<file path="config.mk">
export PLATFORM = sky130hd
export DESIGN_NAME = text_render_pipe
export DESIGN_NICKNAME = d
export VERILOG_FILES = /design/src/rtl/text_render_pipe.sv
export SDC_FILE = /design/constraint.sdc
export NUM_CORES = 1
export LEC_CHECK = 0
export CORE_UTILIZATION = 47
export CTS_BUF_LIST = sky130_fd_sc_hd__clkbuf_16
export DETAILED_ROUTE_END_ITERATION = 8
export PLACE_DENSITY = 0.76
export SLEW_MARGIN = 20
export SYNTH_ARGS = -nofsm -noshare
export SYNTH_HDL_FRONTEND = slang
export SYNTH_SLANG_ARGS = --single-unit
</file>
<file path="constraint.sdc">
create_clock -name i_clk -period 4.3 [get_ports i_clk]
set_input_delay 1.29 -clock i_clk [delete_from_list [all_inputs] [get_ports i_clk]]
set_output_delay 1.29 -clock i_clk [all_outputs]
set_load 0.1 [all_outputs]
</file>
<file path="src/rtl/text_render_pipe.sv">
// text_render_pipe
//   Text-mode pixel renderer. Each visible pixel coordinate is mapped to a screen-buffer
//   cell (with hardware row scroll). The cell and its glyph line are then fetched from
//   external synchronous memories. Attribute blink and a blinking underline cursor are
//   applied, and a 4-bit palette index is produced with a fixed latency of 4 cycles.
//
// Ports
//   i_clk, i_rst            pixel clock, asynchronous active-high reset
//   i_pix_valid/x/y         pixel coordinate stream, one pixel per cycle
//   i_frame_start           one-cycle pulse per frame; advances blink, loads scroll shadow
//   i_scroll_row            buffer row shown on screen row 0
//   i_cursor_en/col/row     underline cursor position (screen coordinates)
//   o_char_addr/i_char_data screen-buffer read port; data one cycle after address
//   o_font_addr/i_font_data font read port ({code, line}); data one cycle after address
//   o_out_valid/o_color_index  rendered pixel
//
// Timing for a pixel sampled at E0:
//   E0 stage A: coordinate decode, scroll add, cursor match
//   E1 stage B: o_char_addr registered
//   E2 stage C: buffer memory presents char_data; font address is formed from it
//   E3 stage D: attribute captured, font memory presents font_data
//   E4        : colour registered
module text_render_pipe #(
  parameter int COLS         = 80,
  parameter int ROWS         = 25,
  parameter int FONT_W       = 8,
  parameter int FONT_H       = 16,
  parameter int BLINK_FRAMES = 32,
  parameter int CURSOR_LINES = 2,
  parameter int ATTR_BLINK   = 1,
  localparam int AW          = $clog2(ROWS),
  localparam int CW          = $clog2(COLS),
  localparam int BW          = $clog2(COLS * ROWS),
  localparam int FHL         = $clog2(FONT_H),
  localparam int FAW         = 8 + FHL
) (
  input  logic              i_clk,
  input  logic              i_rst,
  input  logic              i_pix_valid,
  input  logic [10:0]       i_pix_x,
  input  logic [10:0]       i_pix_y,
  input  logic              i_frame_start,
  input  logic [AW-1:0]     i_scroll_row,
  input  logic              i_cursor_en,
  input  logic [CW-1:0]     i_cursor_col,
  input  logic [AW-1:0]     i_cursor_row,
  output logic [BW-1:0]     o_char_addr,
  input  logic [15:0]       i_char_data,
  output logic [FAW-1:0]    o_font_addr,
  input  logic [FONT_W-1:0] i_font_data,
  output logic              o_out_valid,
  output logic [3:0]        o_color_index
);

  localparam int FWL       = $clog2(FONT_W);
  localparam int FCW       = (BLINK_FRAMES > 1) ? $clog2(BLINK_FRAMES) : 1;
  // First glyph line covered by the cursor; FONT_H when the cursor has no lines.
  localparam int CUR_FIRST = (CURSOR_LINES >= FONT_H) ? 0 : FONT_H - CURSOR_LINES;

  // Frame counter, blink phase and scroll shadow
  logic [FCW-1:0] r_frame_cnt;
  logic           r_blink_phase;
  logic [AW-1:0]  r_shadow;

  always_ff @(posedge i_clk or posedge i_rst) begin
    if (i_rst) begin
      r_frame_cnt   <= '0;
      r_blink_phase <= 1'b0;
      r_shadow      <= '0;
    end else if (i_frame_start) begin
      if (r_frame_cnt == FCW'(BLINK_FRAMES - 1)) begin
        r_frame_cnt   <= '0;
        r_blink_phase <= ~r_blink_phase;
      end else begin
        r_frame_cnt <= r_frame_cnt + 1'b1;
      end
      // Out-of-range scroll values fall back to no scroll.
      if ({1'b0, i_scroll_row} >= (AW + 1)'(ROWS)) begin
        r_shadow <= '0;
      end else begin
        r_shadow <= i_scroll_row;
      end
    end
  end

  // Stage A decode (combinational on the raw inputs)
  logic [10:0]    w_col;
  logic [10:0]    w_srow;
  logic           w_in_area;
  logic [AW:0]    w_row_sum;
  logic [AW-1:0]  w_buf_row;
  logic [FHL-1:0] w_line;
  logic [FWL-1:0] w_xbit;
  logic           w_cursor_hit;

  assign w_col     = i_pix_x >> FWL;
  assign w_srow    = i_pix_y >> FHL;
  assign w_in_area = (w_col < 11'(COLS)) && (w_srow < 11'(ROWS));
  assign w_line    = i_pix_y[FHL-1:0];
  assign w_xbit    = i_pix_x[FWL-1:0];

  // Uses the shadow value from before this edge, so a pixel coinciding with
  // frame_start still sees the previous frame's scroll.
  assign w_row_sum = {1'b0, w_srow[AW-1:0]} + {1'b0, r_shadow};
  assign w_buf_row = (w_row_sum >= (AW + 1)'(ROWS)) ? AW'(w_row_sum - (AW + 1)'(ROWS))
                                                   : w_row_sum[AW-1:0];

  assign w_cursor_hit = i_cursor_en &&
                        (w_col == 11'(i_cursor_col)) &&
                        (w_srow == 11'(i_cursor_row)) &&
                        ({1'b0, w_line} >= (FHL + 1)'(CUR_FIRST));

  // Stage A registers
  logic           r_a_valid;
  logic           r_a_in_area;
  logic [CW-1:0]  r_a_col;
  logic [AW-1:0]  r_a_buf_row;
  logic [FHL-1:0] r_a_line;
  logic [FWL-1:0] r_a_xbit;
  logic           r_a_cursor;
  logic           r_a_phase;

  always_ff @(posedge i_clk or posedge i_rst) begin
    if (i_rst) begin
      r_a_valid   <= 1'b0;
      r_a_in_area <= 1'b0;
      r_a_col     <= '0;
      r_a_buf_row <= '0;
      r_a_line    <= '0;
      r_a_xbit    <= '0;
      r_a_cursor  <= 1'b0;
      r_a_phase   <= 1'b0;
    end else begin
      r_a_valid   <= i_pix_valid;
      r_a_in_area <= w_in_area;
      r_a_col     <= w_col[CW-1:0];
      r_a_buf_row <= w_buf_row;
      r_a_line    <= w_line;
      r_a_xbit    <= w_xbit;
      r_a_cursor  <= w_cursor_hit;
      r_a_phase   <= r_blink_phase;
    end
  end

  // Stage B: buffer address
  logic [BW-1:0]  w_char_addr;
  logic [BW-1:0]  r_char_addr;
  logic           r_b_valid;
  logic           r_b_in_area;
  logic [FHL-1:0] r_b_line;
  logic [FWL-1:0] r_b_xbit;
  logic           r_b_cursor;
  logic           r_b_phase;

  assign w_char_addr = (r_a_valid && r_a_in_area)
                       ? BW'(r_a_buf_row) * BW'(COLS) + BW'(r_a_col)
                       : '0;

  always_ff @(posedge i_clk or posedge i_rst) begin
    if (i_rst) begin
      r_char_addr <= '0;
      r_b_valid   <= 1'b0;
      r_b_in_area <= 1'b0;
      r_b_line    <= '0;
      r_b_xbit    <= '0;
      r_b_cursor  <= 1'b0;
      r_b_phase   <= 1'b0;
    end else begin
      r_char_addr <= w_char_addr;
      r_b_valid   <= r_a_valid;
      r_b_in_area <= r_a_in_area;
      r_b_line    <= r_a_line;
      r_b_xbit    <= r_a_xbit;
      r_b_cursor  <= r_a_cursor;
      r_b_phase   <= r_a_phase;
    end
  end

  assign o_char_addr = r_char_addr;

  // Stage C: char_data is the buffer memory's output register; the font address
  // is taken straight from it so the font read happens in the same slot.
  logic           r_c_valid;
  logic           r_c_in_area;
  logic [FHL-1:0] r_c_line;
  logic [FWL-1:0] r_c_xbit;
  logic           r_c_cursor;
  logic           r_c_phase;

  always_ff @(posedge i_clk or posedge i_rst) begin
    if (i_rst) begin
      r_c_valid   <= 1'b0;
      r_c_in_area <= 1'b0;
      r_c_line    <= '0;
      r_c_xbit    <= '0;
      r_c_cursor  <= 1'b0;
      r_c_phase   <= 1'b0;
    end else begin
      r_c_valid   <= r_b_valid;
      r_c_in_area <= r_b_in_area;
      r_c_line    <= r_b_line;
      r_c_xbit    <= r_b_xbit;
      r_c_cursor  <= r_b_cursor;
      r_c_phase   <= r_b_phase;
    end
  end

  assign o_font_addr = {i_char_data[7:0], r_c_line};

  // Stage D: attribute held alongside the font fetch
  logic [7:0]     r_d_attr;
  logic           r_d_valid;
  logic           r_d_in_area;
  logic [FWL-1:0] r_d_xbit;
  logic           r_d_cursor;
  logic           r_d_phase;

  always_ff @(posedge i_clk or posedge i_rst) begin
    if (i_rst) begin
      r_d_attr    <= '0;
      r_d_valid   <= 1'b0;
      r_d_in_area <= 1'b0;
      r_d_xbit    <= '0;
      r_d_cursor  <= 1'b0;
      r_d_phase   <= 1'b0;
    end else begin
      r_d_attr    <= i_char_data[15:8];
      r_d_valid   <= r_c_valid;
      r_d_in_area <= r_c_in_area;
      r_d_xbit    <= r_c_xbit;
      r_d_cursor  <= r_c_cursor;
      r_d_phase   <= r_c_phase;
    end
  end

  // Colour resolve
  logic [FWL-1:0] w_bit_idx;
  logic           w_bit;
  logic [3:0]     w_fg;
  logic [3:0]     w_bg;
  logic           w_blink;
  logic [3:0]     w_color;

  assign w_bit_idx = FWL'(FONT_W - 1) - r_d_xbit;
  assign w_bit     = i_font_data[w_bit_idx];

  always_comb begin
    w_fg    = r_d_attr[3:0];
    w_bg    = r_d_attr[7:4];
    w_blink = 1'b0;
    if (ATTR_BLINK != 0) begin
      w_bg    = {1'b0, r_d_attr[6:4]};
      w_blink = r_d_attr[7] && r_d_phase;
    end

    w_color = w_bg;
    if (!r_d_in_area) begin
      w_color = 4'd0;
    end else if (r_d_cursor && !r_d_phase) begin
      // Visible cursor beats both the glyph and attribute blink.
      w_color = w_fg;
    end else if (w_bit) begin
      w_color = w_blink ? w_bg : w_fg;
    end
  end

  logic       r_out_valid;
  logic [3:0] r_color;

  always_ff @(posedge i_clk or posedge i_rst) begin
    if (i_rst) begin
      r_out_valid <= 1'b0;
      r_color     <= '0;
    end else begin
      r_out_valid <= r_d_valid;
      r_color     <= r_d_valid ? w_color : 4'd0;
    end
  end

  assign o_out_valid   = r_out_valid;
  assign o_color_index = r_color;

endmodule

</file>
==> flow_summary.ini <==
[timing]
worst_pin_slew_ns = 0.993
timing.final.crit_period_ns = 3.37
hold_slack_ns = 0.342
drv_slew = 0
relSlewSlack = 0.336
fmax_mhz = 296
setup_tns_ns = 0
hold_viol_final = 0
skew_ns = 0.00586
grt_setup_unrepaired = false
finalCritPeriodShare = 0.785
setup_viol_count_final = 0
fin_ws_ns = 0.925

[pwr]
finalPower_mw = 2.36
p_leak_nw = 2.08
p_per_area_nw_per_um2 = 516
ir_worst_vdd_uv = 273

[hold_path]
whs_path_depth = 0
holdCritStartpoint = r_c_phase
hold_class = register to register
whs_endpoint = r_d_phase

[clock_network]
tritoncts = yes
cts_buffers = 9
post_cts_buffers = 0
cts_buffer_depth = 2
cts_max_level = 3
cts_resized = 0
path_clk_slew_ns = 0.06
cts_hold_buffers = 0
root_buffer = clkbuf_16
cts_sinks = 87
worstSkewPairLatency_ns = 0.33

[synth]
ys.flop_type = dfrtp_1
synth-simple-area-share = 0.0795
synth-adder-area-share = 0.0835
synthesis.area_um2 = 3420
yosys_warnings = 0
synthXorXnorAreaFrac = 0.0641
ys_ff_latch = 87
muxShareOfSynthArea = 0.0396
syn_avg_cell_area_um2 = 13.5
synth_compound_area_frac = 0.0575
synth_async_sr_flop_share = 1.00
synthesis.nets = 342
yosysSeqAreaShare = 0.637
synth_top_family_by_area = adder cells
synth-edff-count = 0
yosysUniqueCellTypes = 31
synth_cells = 253

[die]
die_area_um2 = 7610
std_cell_rows = 30
die_h_um = 87.3
ios = 96
core_area_um2 = 6910
die_w_um = 87.3
initial_core_util = 0.495

[placement]
dp_cells = 420
placed_cell_area_um2 = 4280
dp_slack_ns = 0.579
gp_congestion = 0.845
hpwl_mm = 4.59
port_buffers = 79

[worst_setup_path]
reg2reg_depth = 9
reg2reg_to = o_char_addr[10]
r2r-start = r_a_buf_row[1]
cp-start-kind = input pin
worstPathArrival_ns = 3.58
critical_path.slowest_cell = clkdlybuf4s50_1
cpPeakStageDelay_ns = 0.53
path_common_cell = nand2b_1
setup.worst_path.class = input pin to register
crit_chain = clkdlybuf4s50_1 > ha_1 > inv_1 > fa_1 > nand2b_1 > a21oi_1 > xor2_1 > a31oi_2 > nand2b_1 > xnor2_1
critPathMaxFanout = 4
rrSetupSlack_ns = 2.02
end_kind = register
required_ns = 4.51

[global_routing]
antenna_found_initial = 0
grt_pass1_wl_mm = 10.1
grt_max_degree = 46
grt_pass1_vias = 2147
overflow = 0
track_usage = 0.184

[drt]
wl_met2_mm = 3.19
firstDrtPassIters = 4
totalWireLength_mm = 6.31
num_vias = 2077
wl_met1_mm = 2.72
drtIter0Drc = 72
dr_wl_met3_um = 296
drcViolationCount = 0
detail-route-antenna-nets = 0
top_layer = met4
wl_per_cell_um = 14.5
vias_per_cell = 4.76

[layout]
syn2layout_area_growth_pct = 33.8
instances_no_fill = 436
fin_util = 0.662
final_common_cell = dfrtp_1
drive_gt1_frac = 0.0618
nets = 424
final_cell_mix = 87 x dfrtp_1, 79 x clkdlybuf4s50_1, 21 x xnor2_1
diodes = 0
design_area_um2 = 4570

[outcome]
run_status = complete, no violations

[job]
max_cap_viol_count = 0
[worst max-delay path: cells and delay by family]
kind / cells / cell delay [ns]
AOI/OAI and AO/OA: 2 / 0.33
xor gates and xnor gates: 2 / 0.44
adders and majority gates: 2 / 0.58
buffers and inverters: 2 / 0.59
and+or+nand+nor: 2 / 0.35
[cells by family (layout without fill, tap and decap cells)]
| kind of cell | count (synthesis) | count (layout) |
|---|---|---|
| AOI/OAI and AO/OA | 31 | 31 |
| xor gates and xnor gates | 25 | 25 |
| adders and majority gates | 21 | 21 |
| buffers and inverters | 27 | 114 |
| DFF | 87 | 87 |
| muxes | 10 | 10 |
| and+or+nand+nor | 52 | 52 |
[cells in the mapped netlist (2+ instances only)]
library cell / number / share of area
xor2_1: 4 / 0.010
buf_4: 8 / 0.018
dfrtp_1: 87 / 0.64
a21oi_1: 8 / 0.012
fa_1: 3 / 0.018
mux4_1: 2 / 0.015
clkbuf_1: 2 / 0.0022
nor3_1: 3 / 0.0044
nand2b_1: 5 / 0.0092
nand2_1: 7 / 0.0077
nor2_1: 13 / 0.014
and3_1: 8 / 0.015
nand4_1: 4 / 0.0073
a21o_1: 5 / 0.011
mux2i_1: 6 / 0.018
xnor2_1: 21 / 0.054
o21ai_0: 11 / 0.016
nand3_1: 5 / 0.0073
mux2_2: 2 / 0.0066
nor3b_1: 3 / 0.0066
ha_1: 18 / 0.066
o22ai_1: 3 / 0.0055
inv_1: 17 / 0.019
[report_power, final]
group	leakage (nW)	internal, mW	switching, mW
Clock	0.141	0.450	0.317
Sequential	1.07	0.913	0.0580
Combinational	0.868	0.302	0.320
[how the worst max path moves through the flow]
stage,startpoint,end,slack [ns]
after global placement,i_pix_y[4],r_a_buf_row[2],0.65
final,i_pix_y[4],r_a_buf_row[2],0.93
after detailed placement,i_pix_y[4],r_a_buf_row[2],0.58
after floorplan,i_rst,o_char_addr[0],0.76
after global routing,i_pix_y[4],r_a_buf_row[2],0.78
after CTS,i_pix_y[4],r_a_buf_row[2],0.91
[routing by layer]
metal / GRT usage / up-vias
met3: 0.0635 / 7
met5: 0 / -
met4: 0.0730 / 0
li1: - / 1013
met1: 0.216 / 1001
met2: 0.312 / 56
[flip-flops by register name, summed over array words and instances (netlist names), 3 cells and up]
| name | flops |
|---|---|
| o_char_addr | 11 |
| o_color_index | 4 |
| r_a_buf_row | 5 |
| r_a_col | 7 |
| r_a_line | 4 |
| r_a_xbit | 3 |
| r_b_line | 4 |
| r_b_xbit | 3 |
| r_c_line | 4 |
| r_c_xbit | 3 |
| r_d_attr | 8 |
| r_d_xbit | 3 |
| r_frame_cnt | 5 |
| r_shadow | 5 |
[final cells by class]
cell class	count	area, um2
clock buffer	9	225
clock inverter	7	71.3
fill	539	2330
inverter	17	65.1
multi-input combinational	139	1110
sequential	87	2180
tap	96	120
timing repair buffer	81	806
Note: power is estimated with default switching activity, not from simulation.
